File: src/rtl/tinyalu_pkg.sv
// Shared types for the tinyalu command path.
//   op_e      : ALU opcode encoding; values 5-7 are reserved.
//   alu_cmd_t : one queued command {a, b, op}.
//   alu_rsp_t : one completed response {result, op, err}.
//   is_alu_op : true for opcodes that need the external ALU.
package tinyalu_pkg;

  localparam int OPND_W = 8;
  localparam int RES_W  = 16;
  localparam int OP_W   = 3;

  typedef enum logic [OP_W-1:0] {
    OP_NOP = 3'd0,
    OP_ADD = 3'd1,
    OP_AND = 3'd2,
    OP_XOR = 3'd3,
    OP_MUL = 3'd4
  } op_e;

  typedef struct packed {
    logic [OPND_W-1:0] a;
    logic [OPND_W-1:0] b;
    logic [OP_W-1:0]   op;
  } alu_cmd_t;

  typedef struct packed {
    logic [RES_W-1:0] result;
    logic [OP_W-1:0]  op;
    logic             err;
  } alu_rsp_t;

  function automatic logic is_alu_op(input logic [OP_W-1:0] op);
    return (op == OP_ADD) || (op == OP_AND) || (op == OP_XOR) || (op == OP_MUL);
  endfunction

endpackage

File: src/rtl/cmd_fifo.sv
// Synchronous FIFO of alu_cmd_t entries.
//   clk, reset          : clock, asynchronous active-high reset (pointers only)
//   push, push_data     : write request; ignored while full
//   pop                 : read request; ignored while empty
//   pop_data            : current head entry (valid when !empty)
//   full, empty         : occupancy flags
// Pointers carry one extra wrap bit, so full/empty come from comparing
// the MSBs with the index bits equal.
module cmd_fifo
  import tinyalu_pkg::*;
#(
  parameter int CMD_DEPTH = 4
) (
  input  logic     clk,
  input  logic     reset,
  input  logic     push,
  input  alu_cmd_t push_data,
  input  logic     pop,
  output alu_cmd_t pop_data,
  output logic     full,
  output logic     empty
);

  localparam int AW = (CMD_DEPTH > 1) ? $clog2(CMD_DEPTH) : 1;

  logic [AW:0] wr_ptr;
  logic [AW:0] rd_ptr;
  logic        do_push;
  logic        do_pop;
  alu_cmd_t    mem [CMD_DEPTH];

  assign full     = (wr_ptr[AW] != rd_ptr[AW]) && (wr_ptr[AW-1:0] == rd_ptr[AW-1:0]);
  assign empty    = (wr_ptr == rd_ptr);
  assign do_push  = push && !full;
  assign do_pop   = pop && !empty;
  assign pop_data = mem[rd_ptr[AW-1:0]];

  always_ff @(posedge clk or posedge reset) begin
    if (reset) begin
      wr_ptr <= '0;
      rd_ptr <= '0;
    end else begin
      if (do_push) wr_ptr <= wr_ptr + 1'b1;
      if (do_pop)  rd_ptr <= rd_ptr + 1'b1;
    end
  end

  // Storage is never read while empty, so it carries no reset.
  always_ff @(posedge clk) begin
    if (do_push) mem[wr_ptr[AW-1:0]] <= push_data;
  end

endmodule

File: src/rtl/tinyalu_cmd_driver.sv
// Upstream command stage for tinyalu.
//   clk, reset                  : clock, asynchronous active-high reset
//   cmd_valid/cmd_ready         : command stream, {cmd_a, cmd_b, cmd_op}
//   rsp_valid/rsp_ready         : response stream, {rsp_result, rsp_op, rsp_err}
//   alu_a/alu_b/alu_op          : operands/opcode to tinyalu (from command register)
//   alu_start/alu_done          : tinyalu handshake; alu_result captured on done
//   busy                        : queue non-empty or a command in flight
// Commands are queued in cmd_fifo and executed one at a time by an
// IDLE -> BUSY -> RESP loop. NOP and reserved opcodes skip BUSY.
module tinyalu_cmd_driver
  import tinyalu_pkg::*;
#(
  parameter int CMD_DEPTH      = 4,
  parameter int TIMEOUT_CYCLES = 64
) (
  input  logic        clk,
  input  logic        reset,
  input  logic        cmd_valid,
  output logic        cmd_ready,
  input  logic [7:0]  cmd_a,
  input  logic [7:0]  cmd_b,
  input  logic [2:0]  cmd_op,
  output logic        rsp_valid,
  input  logic        rsp_ready,
  output logic [15:0] rsp_result,
  output logic [2:0]  rsp_op,
  output logic        rsp_err,
  output logic [7:0]  alu_a,
  output logic [7:0]  alu_b,
  output logic [2:0]  alu_op,
  output logic        alu_start,
  input  logic        alu_done,
  input  logic [15:0] alu_result,
  output logic        busy
);

  localparam logic [1:0] ST_IDLE = 2'd0;
  localparam logic [1:0] ST_BUSY = 2'd1;
  localparam logic [1:0] ST_RESP = 2'd2;

  localparam int             CNT_W    = $clog2(TIMEOUT_CYCLES + 1);
  localparam logic [CNT_W-1:0] CNT_LAST = CNT_W'(TIMEOUT_CYCLES - 1);

  logic [1:0]       state;
  alu_cmd_t         cmd_reg;
  alu_rsp_t         rsp_reg;
  logic [CNT_W-1:0] tmo_cnt;

  alu_cmd_t fifo_in;
  alu_cmd_t fifo_head;
  logic     fifo_full;
  logic     fifo_empty;
  logic     fifo_pop;

  assign fifo_in  = '{a: cmd_a, b: cmd_b, op: cmd_op};
  assign fifo_pop = (state == ST_IDLE) && !fifo_empty;

  cmd_fifo #(
    .CMD_DEPTH (CMD_DEPTH)
  ) u_cmd_fifo (
    .clk       (clk),
    .reset     (reset),
    .push      (cmd_valid),
    .push_data (fifo_in),
    .pop       (fifo_pop),
    .pop_data  (fifo_head),
    .full      (fifo_full),
    .empty     (fifo_empty)
  );

  // Sequencer: pop into cmd_reg, run the ALU (or skip it), hold the response.
  always_ff @(posedge clk or posedge reset) begin
    if (reset) begin
      state   <= ST_IDLE;
      cmd_reg <= '0;
      rsp_reg <= '0;
      tmo_cnt <= '0;
    end else begin
      case (state)
        ST_IDLE: begin
          if (!fifo_empty) begin
            cmd_reg <= fifo_head;
            tmo_cnt <= '0;
            if (is_alu_op(fifo_head.op)) begin
              state <= ST_BUSY;
            end else begin
              // NOP completes cleanly; reserved opcodes complete with err.
              rsp_reg <= '{result: '0, op: fifo_head.op, err: (fifo_head.op != OP_NOP)};
              state   <= ST_RESP;
            end
          end
        end
        ST_BUSY: begin
          // done is checked first so it wins over a simultaneous timeout.
          if (alu_done) begin
            rsp_reg <= '{result: alu_result, op: cmd_reg.op, err: 1'b0};
            state   <= ST_RESP;
          end else if (tmo_cnt == CNT_LAST) begin
            rsp_reg <= '{result: '0, op: cmd_reg.op, err: 1'b1};
            state   <= ST_RESP;
          end else begin
            tmo_cnt <= tmo_cnt + 1'b1;
          end
        end
        ST_RESP: begin
          if (rsp_ready) state <= ST_IDLE;
        end
        default: state <= ST_IDLE;
      endcase
    end
  end

  // All outputs decode registered state; alu_done never reaches alu_start combinationally.
  assign cmd_ready  = !fifo_full;
  assign alu_start  = (state == ST_BUSY);
  assign alu_a      = cmd_reg.a;
  assign alu_b      = cmd_reg.b;
  assign alu_op     = cmd_reg.op;
  assign rsp_valid  = (state == ST_RESP);
  assign rsp_result = rsp_reg.result;
  assign rsp_op     = rsp_reg.op;
  assign rsp_err    = rsp_reg.err;
  assign busy       = !fifo_empty || (state != ST_IDLE);

endmodule
File: config.mk
export PLATFORM = sky130hd
export DESIGN_NAME = tinyalu_cmd_driver
export DESIGN_NICKNAME = d
export VERILOG_FILES = /design/src/rtl/tinyalu_pkg.sv /design/src/rtl/cmd_fifo.sv /design/src/rtl/tinyalu_cmd_driver.sv
export SDC_FILE = /design/constraint.sdc
export NUM_CORES = 1
export LEC_CHECK = 0
export CAP_MARGIN = 5
export CORE_ASPECT_RATIO = 0.9
export CORE_MARGIN = 2
export CORE_UTILIZATION = 50
export CTS_CLUSTER_DIAMETER = 120
export DETAILED_ROUTE_END_ITERATION = 16
export PLACE_DENSITY = 0.75
export SYNTH_ARGS = -nofsm -noshare
export SYNTH_HDL_FRONTEND = slang
export SYNTH_SLANG_ARGS = --single-unit
File: constraint.sdc
create_clock -name clk -period 2.27 [get_ports clk]
set_input_delay 0.454 -clock clk [delete_from_list [all_inputs] [get_ports clk]]
set_output_delay 0.454 -clock clk [all_outputs]
set_load 0.02 [all_outputs]
[After elaboration in Yosys (flattened, before gate mapping)]
Memories as Yosys holds them, arrays and structs flattened.
Index checks and enable logic that the tools add are counted.
Storage, ports and cells
  flip-flop bits (word level): 54
  memory bits (writable): 76
  input bits: 40
  output and inout port bits: 43
  memories kept: 1
Operators by class
  $add $sub $neg: 3
  equal/unequal tests: 16
  muxes and demuxes: 17
  bitwise operators: 1
  reductions and logical operators: 18
Memory list
  u_cmd_fifo.mem: words 4, width 19, read ports 1, clocked after memory_dff 0, wr ports 1, RTL line cmd_fifo.sv:30  | alu_cmd_t mem [CMD_DEPTH];
Operators with widths (number)
  2-to-1 mux 20 bit: 4
  case mux 20 bit (2 select lines): 1
  2-to-1 mux 7 bit: 3
  case mux 7 bit (2 select lines): 1
  2-to-1 mux 2 bit: 5
  != test 2 bit (second input constant): 4
  AND reduction 4 bit: 2
  adder 7 x 1 -> 7 bit (second input constant): 1
  equality test 7 x 6 -> 1 bit (second input constant): 1
  adder 3 x 1 -> 3 bit (second input constant): 2
  equality test 3 x 2 -> 1 bit (second input constant): 2
  case mux 2 bit (3 select lines): 1
  logical AND 1 bit: 4
  logical OR 1 bit: 4
  nonzero test 2 bit: 2
  equality test 3 x 1 -> 1 bit (second input constant): 1
  equality test 3 bit: 1
  equality test 3 bit (second input constant): 1
  != test 3 x 1 -> 1 bit (second input constant): 1
  AND reduction 3 bit: 1
  nonzero test 3 bit: 1
  equality test 2 x 1 -> 1 bit (second input constant): 1
  equality test 2 bit: 1
  equality test 2 bit (second input constant): 1
  other kinds (7): 9

[Logic depth before layout (Yosys ltp)]
Gate-level depths: netlist of the first run.
An unclocked memory read counts as a cell.
  word-level depth: 8
  depth in mapped cells: 7
  depth with buffers taken out: 6

[Modules after synthesis]
A second synthesis of the first run with hierarchy kept.
Unflattened totals
  cells, all modules: 310
  area total of the unflattened synthesis: 5303.8 µm²
By module, submodules not included
  cmd_fifo: instances 1, cells an instance 150, area each 3256.9 µm², seq. area each 2432.3 µm²
  tinyalu_cmd_driver: instances 1, cells an instance 160, area each 2047.0 µm², seq. area each 1201.2 µm²

[Least setup slack after synthesis of the first run]
Ideal clock, no wire load.
  kind: reg2reg
  from: register u_cmd_fifo.rd_ptr[0]
  to: memory u_cmd_fifo.mem[3][0] (netlist bit), enable pin
  library setup time: 0.379 ns
  data arrival time: 1.764 ns
  data required time: 1.891 ns
  setup slack: 0.127 ns
  cell stages (with the launch flop): 5
  path buffers: 1
  cell sequence: dfrtp_1 buf_6 xor2_1 or3_1 and3_1
Between the ends
  word-level cells in the longest chain between the ends: 6
RTL lines
  start: declaration: RTL line cmd_fifo.sv:27  | logic [AW:0] rd_ptr;
  start signal: assignment: RTL line cmd_fifo.sv:44  | if (do_pop) rd_ptr <= rd_ptr + 1'b1;
  equality test 2 bit: RTL line cmd_fifo.sv:32  | assign full = (wr_ptr[AW] != rd_ptr[AW]) && (wr_ptr[AW-1:0] == rd_ptr[AW-1:0]);
  logical AND 1 bit: RTL line cmd_fifo.sv:32
  logical NOT 1 bit
  named net cmd_ready: RTL line tinyalu_cmd_driver.sv:19  | output logic cmd_ready,
  logical AND 1 bit: RTL line cmd_fifo.sv:34  | assign do_push = push && !full;
  2-to-1 mux 1 bit: RTL line cmd_fifo.sv:50  | if (do_push) mem[wr_ptr[AW-1:0]] <= push_data;
  2-to-1 mux 1 bit (implied by the code): RTL line cmd_fifo.sv:50
  end: declaration: RTL line cmd_fifo.sv:30
The timed path passes the listed nets, and every way through them passes these cells.

[Worst setup path after layout of the first run]
  from: register u_cmd_fifo.rd_ptr[0]
  to: register rsp_reg (netlist bit rsp_result[1])
Between the ends
  word-level cells in the longest chain between the ends: 7
RTL lines
  memory read (4 x 19 bit)
  equality test 3 x 1 -> 1 bit / equality test 3 x 2 -> 1 bit (equally long branches): RTL line tinyalu_pkg.sv:33  | return (op == OP_ADD) || (op == OP_AND) || (op == OP_XOR) || (op == OP_MUL);
  logical OR 1 bit (3 in a row): RTL line tinyalu_pkg.sv:33
  != test 2 bit (no line)
  AND reduction 4 bit (no line) (*)
  end signal: assignment: RTL line tinyalu_cmd_driver.sv:88  | rsp_reg <= '{result: '0, op: fifo_head.op, err: (fifo_head.op != OP_NOP)};
  end signal: assignment: RTL line tinyalu_cmd_driver.sv:96  | rsp_reg <= '{result: alu_result, op: cmd_reg.op, err: 1'b0};
  end signal: assignment: RTL line tinyalu_cmd_driver.sv:99  | rsp_reg <= '{result: '0, op: cmd_reg.op, err: 1'b1};
  end: declaration: RTL line tinyalu_cmd_driver.sv:46  | alu_rsp_t rsp_reg;
Mark *: on every way between the ends. The rest lies on a longest branch, timed or not.
A chain may end at the register's enable or synchronous reset.

==> impl_metrics.prom, run 1 <==
# TYPE chip_impl_metric gauge
chip_impl_info{name="mostFrequentLayoutCell",value="sky130_fd_sc_hd__clkdlybuf4s50_1"} 1
chip_impl_metric{name="share_of_async_settable_or_async_resettable_flops_after_synthesis",unit=""} 0.4154
chip_impl_metric{name="power.static_leakage",unit="nW"} 2.617
chip_impl_metric{name="grt_first_pass_wirelength",unit="mm"} 15.85
chip_impl_metric{name="gpl.final_weighted_congestion",unit=""} 0.7959
chip_impl_metric{name="timing.max_slew.rel_slack",unit=""} 0.6740
chip_impl_metric{name="max_cap_violations",unit=""} 0
chip_impl_metric{name="power.clock.fraction",unit=""} 0.262
chip_impl_metric{name="internal-power",unit="mW"} 6.806
chip_impl_metric{name="via_per_inst",unit=""} 5.392
chip_impl_metric{name="final_cell_area",unit="mm2"} 0.006780
chip_impl_metric{name="timing.final.ws_setup",unit="ps"} 65.71
chip_impl_metric{name="final.hold.worst_slack",unit="ps"} 380.0
chip_impl_metric{name="design.portCount",unit=""} 83
chip_impl_info{name="worst-setup-path-type",value="register to register"} 1
chip_impl_metric{name="std_cell_rows",unit=""} 34
chip_impl_metric{name="post_synth_instance_area",unit="mm2"} 0.005086
chip_impl_metric{name="grt_pass1_vias",unit=""} 3078
chip_impl_metric{name="finalCoreUtilization",unit=""} 0.6930
chip_impl_metric{name="yosys_register_bits",unit=""} 130
chip_impl_info{name="cts_root_cell",value="sky130_fd_sc_hd__clkbuf_16"} 1
chip_impl_info{name="tritoncts",value="built"} 1
chip_impl_metric{name="clkTransAtPathRegs",unit="ps"} 60
chip_impl_metric{name="switching_share",unit=""} 0.3260
chip_impl_metric{name="p_comb_frac",unit=""} 0.384
chip_impl_metric{name="multiInputGateArea",unit="mm2"} 0.001378
chip_impl_info{name="synth-main-ff-cell",value="sky130_fd_sc_hd__edfxtp_1"} 1
chip_impl_metric{name="cts-buffers-inserted",unit=""} 17
chip_impl_metric{name="cts.htree.levels",unit=""} 4
chip_impl_metric{name="die-area",unit="mm2"} 0.01100
chip_impl_info{name="worstSetupEndpointType",value="register"} 1
chip_impl_metric{name="grt_start_max_net_pins",unit=""} 24
chip_impl_metric{name="final_layout_size_suffix_gt1_frac",unit=""} 0.2574
chip_impl_metric{name="final_number_of_setup_violating_endpoints",unit=""} 0
chip_impl_info{name="run_status",value="complete, no violations"} 1
chip_impl_metric{name="violation_count_after_the_first_detailed_route_iteration",unit=""} 105
chip_impl_metric{name="syn_nets",unit=""} 325
chip_impl_metric{name="remaining_drc_errors",unit=""} 0
chip_impl_metric{name="synthesized_instance_count",unit=""} 279
chip_impl_metric{name="clock_sinks",unit=""} 130
chip_impl_metric{name="grt_antenna_before_repair",unit=""} 0
chip_impl_metric{name="grt_use_total",unit=""} 0.1984
chip_impl_metric{name="detailedRoute.firstPassIterationCount",unit=""} 4
chip_impl_metric{name="via_count",unit=""} 2858
chip_impl_metric{name="port-buffer-count",unit=""} 82
chip_impl_metric{name="n_antenna_cell",unit=""} 0
chip_impl_metric{name="required",unit="ps"} 2550
chip_impl_metric{name="yosys_warnings",unit=""} 0
chip_impl_info{name="timing.hold.worst.class",value="input pin to async pin"} 1
chip_impl_metric{name="pre_cts_slack",unit="ps"} -13.08
chip_impl_metric{name="final_period_minus_worst_setup_slack",unit="ps"} 2204
chip_impl_metric{name="netlist-cell-type-count",unit=""} 38
chip_impl_metric{name="layout.filler_cells",unit=""} 648
chip_impl_metric{name="synth-edff-count",unit=""} 76
chip_impl_metric{name="cts_buffer_depth",unit=""} 2
chip_impl_metric{name="register_area",unit="mm2"} 0.003636
chip_impl_metric{name="cts.hold.buffers_added",unit=""} 0
chip_impl_info{name="critical_path.startpoint_type",value="register"} 1
chip_impl_metric{name="final_layout_net_count",unit=""} 437
chip_impl_metric{name="finClkSkew",unit="ps"} 9.039
chip_impl_metric{name="syn-mean-instance-area",unit="um2"} 18.23
chip_impl_metric{name="powerDensity",unit="mW/mm2"} 1489
chip_impl_metric{name="final-max-slew-violation-count",unit=""} 0
chip_impl_metric{name="final_cycle_utilization_of_the_critical_path",unit=""} 0.9711
chip_impl_metric{name="global_route.overflow_total",unit=""} 0
chip_impl_info{name="layout_common_cells",value="79 x sky130_fd_sc_hd__clkdlybuf4s50_1, 76 x sky130_fd_sc_hd__edfxtp_1, 52 x sky130_fd_sc_hd__dfrtp_1"} 1
chip_impl_metric{name="timing.final.hold_violations",unit=""} 0
chip_impl_metric{name="yosysSeqAreaShare",unit=""} 0.7144
chip_impl_metric{name="die_y_extent",unit="um"} 99.68
chip_impl_metric{name="area_grow_syn2layout",unit="%"} 33.31
chip_impl_metric{name="fmaxAchievable",unit="MHz"} 453.7
chip_impl_metric{name="tightest_slew",unit="ps"} 482.9
chip_impl_metric{name="crit_fanout",unit=""} 16
chip_impl_metric{name="cp_data_arrival_time",unit="ps"} 2480
chip_impl_metric{name="power_switching",unit="mW"} 3.292
chip_impl_metric{name="clock_latency",unit="ps"} 400
chip_impl_metric{name="power.ir.vdd_worst",unit="V"} 0.0007567
chip_impl_metric{name="total_power",unit="mW"} 10.10
chip_impl_metric{name="routed_wl",unit="mm"} 10.05
chip_impl_metric{name="placed_area",unit="mm2"} 0.006166
chip_impl_metric{name="start_util",unit=""} 0.5198
chip_impl_metric{name="avgRoutedWirePerCell",unit="um"} 18.97
chip_impl_metric{name="fp.dieW",unit="um"} 110.3
chip_impl_metric{name="detail-route-antenna-nets",unit=""} 0
chip_impl_metric{name="place_hpwl",unit="mm"} 6.433
chip_impl_metric{name="placeable_core_region",unit="mm2"} 0.009784
chip_impl_metric{name="sequentialPowerShare",unit=""} 0.354
[critical path: stages (launching register included)]
cell and delay (ps):
sky130_fd_sc_hd__dfrtp_2 440, sky130_fd_sc_hd__mux4_2 580, sky130_fd_sc_hd__nor2_4 160, sky130_fd_sc_hd__xor2_2 240, sky130_fd_sc_hd__o211ai_4 160, sky130_fd_sc_hd__buf_4 230, sky130_fd_sc_hd__a22o_1 270
[registers in the layout (all words and copies together) (netlist names)]
signal / count
alu_a: 8
alu_b: 8
alu_op: 3
rsp_err: 1
rsp_op: 3
rsp_result: 16
state: 2
tmo_cnt: 7
u_cmd_fifo.mem: 76
u_cmd_fifo.rd_ptr: 3
u_cmd_fifo.wr_ptr: 3
[metal layers]
layer  part of all wire  vias to the layer above  GRT usage
met5                  0                        -          0
li1                   -                     1312          -
met3              0.065                        6    0.05963
met4             0.0074                        0    0.07500
met1               0.43                     1445     0.2537
met2               0.50                       95     0.3209
[cell type report]
class	instances	share of cell area
clock buffers	17	0.06274
clock inverters	15	0.02325
inverters	7	0.004060
multi-input cells	132	0.2032
flip-flops and latches	130	0.5363
well taps	126	0.02325
repair buffers	103	0.1473
[cells in the mapped netlist (5+ instances only)]
| cell | n | area share |
|---|---|---|
| sky130_fd_sc_hd__nand2_1 | 14 | 0.010 |
| sky130_fd_sc_hd__inv_1 | 6 | 0.0044 |
| sky130_fd_sc_hd__mux2_2 | 16 | 0.035 |
| sky130_fd_sc_hd__and3_1 | 5 | 0.0062 |
| sky130_fd_sc_hd__nor2_1 | 6 | 0.0044 |
| sky130_fd_sc_hd__o21ai_0 | 5 | 0.0049 |
| sky130_fd_sc_hd__mux4_2 | 19 | 0.084 |
| sky130_fd_sc_hd__mux2_1 | 5 | 0.011 |
| sky130_fd_sc_hd__xor2_1 | 6 | 0.010 |
| sky130_fd_sc_hd__edfxtp_1 | 76 | 0.45 |
| sky130_fd_sc_hd__ha_1 | 6 | 0.015 |
| sky130_fd_sc_hd__a22o_1 | 16 | 0.028 |
| sky130_fd_sc_hd__dfrtp_1 | 54 | 0.27 |
[repair_timing]
item                                    CTS  global route
endpoints found under the setup margin   20            18
resized for setup                        10             4
setup buffers                             0             2
gates cloned                              0             0
[path summary, 6_finish.rpt]
path / endpoint / cells after the start / startpoint / slack (ps)
worst min register to register: alu_b[7] / 1 / alu_b[7] / 490
worst max-delay path: rsp_result[1] / 6 / u_cmd_fifo.rd_ptr[0] / 70
worst min-delay path: alu_a[0] / 2 / reset / 380
min in group clk: alu_b[7] / 1 / alu_b[7] / 490
max in group asynchronous: rsp_result[13] / 3 / reset / 1310
worst max register to register: rsp_result[1] / 6 / u_cmd_fifo.rd_ptr[0] / 70
[metrics by stage]
| step | cells | TNS [ps] |
|---|---|---|
| finish | 530 | 0 |
| global route | 530 | -36.38 |
| CTS | 528 | 0 |
| detailed placement | 496 | -58.19 |
| global placement | 496 | 0 |
| floorplan | 279 | 0 |
[power groups by stage]
| stage | Sequential (mW) | Clock, mW | Combinational, mW |
|---|---|---|---|
| 5_1_grt | 3.65 | 2.82 | 4.18 |
| 3_5_place_dp | 3.61 | 0 | 3.80 |
| 4_1_cts | 3.58 | 2.70 | 3.82 |
| 6_report | 3.57 | 2.65 | 3.87 |
| 2_1_floorplan | 3.85 | 0 | 2.17 |
| 3_3_place_gp | 3.58 | 0 | 3.75 |
[cell families after synthesis]
family          synth area share
mux                       0.1395
xor+xnor                 0.02042
simple gates             0.03912
fa+ha+maj                0.01476
compound gates           0.05363
buf+inv                  0.01820
flops                     0.7144
No activity file was read; power rests on OpenSTA's default activity.
==> inputs of run 2 (changes only) <==
Settings changed: CAP_MARGIN 5 to 0, SLEW_MARGIN set to 20.
==> results of run 2 <==
Final layout, timing and power as in run 1 (identical DEF).
==> inputs of run 3 (changes only) <==
Settings changed: ABC_CLOCK_PERIOD_IN_PS set to 2270, CTS_CLUSTER_SIZE set to 40.
==> results of run 3 <==
Final layout, timing and power as in run 1 (identical DEF).
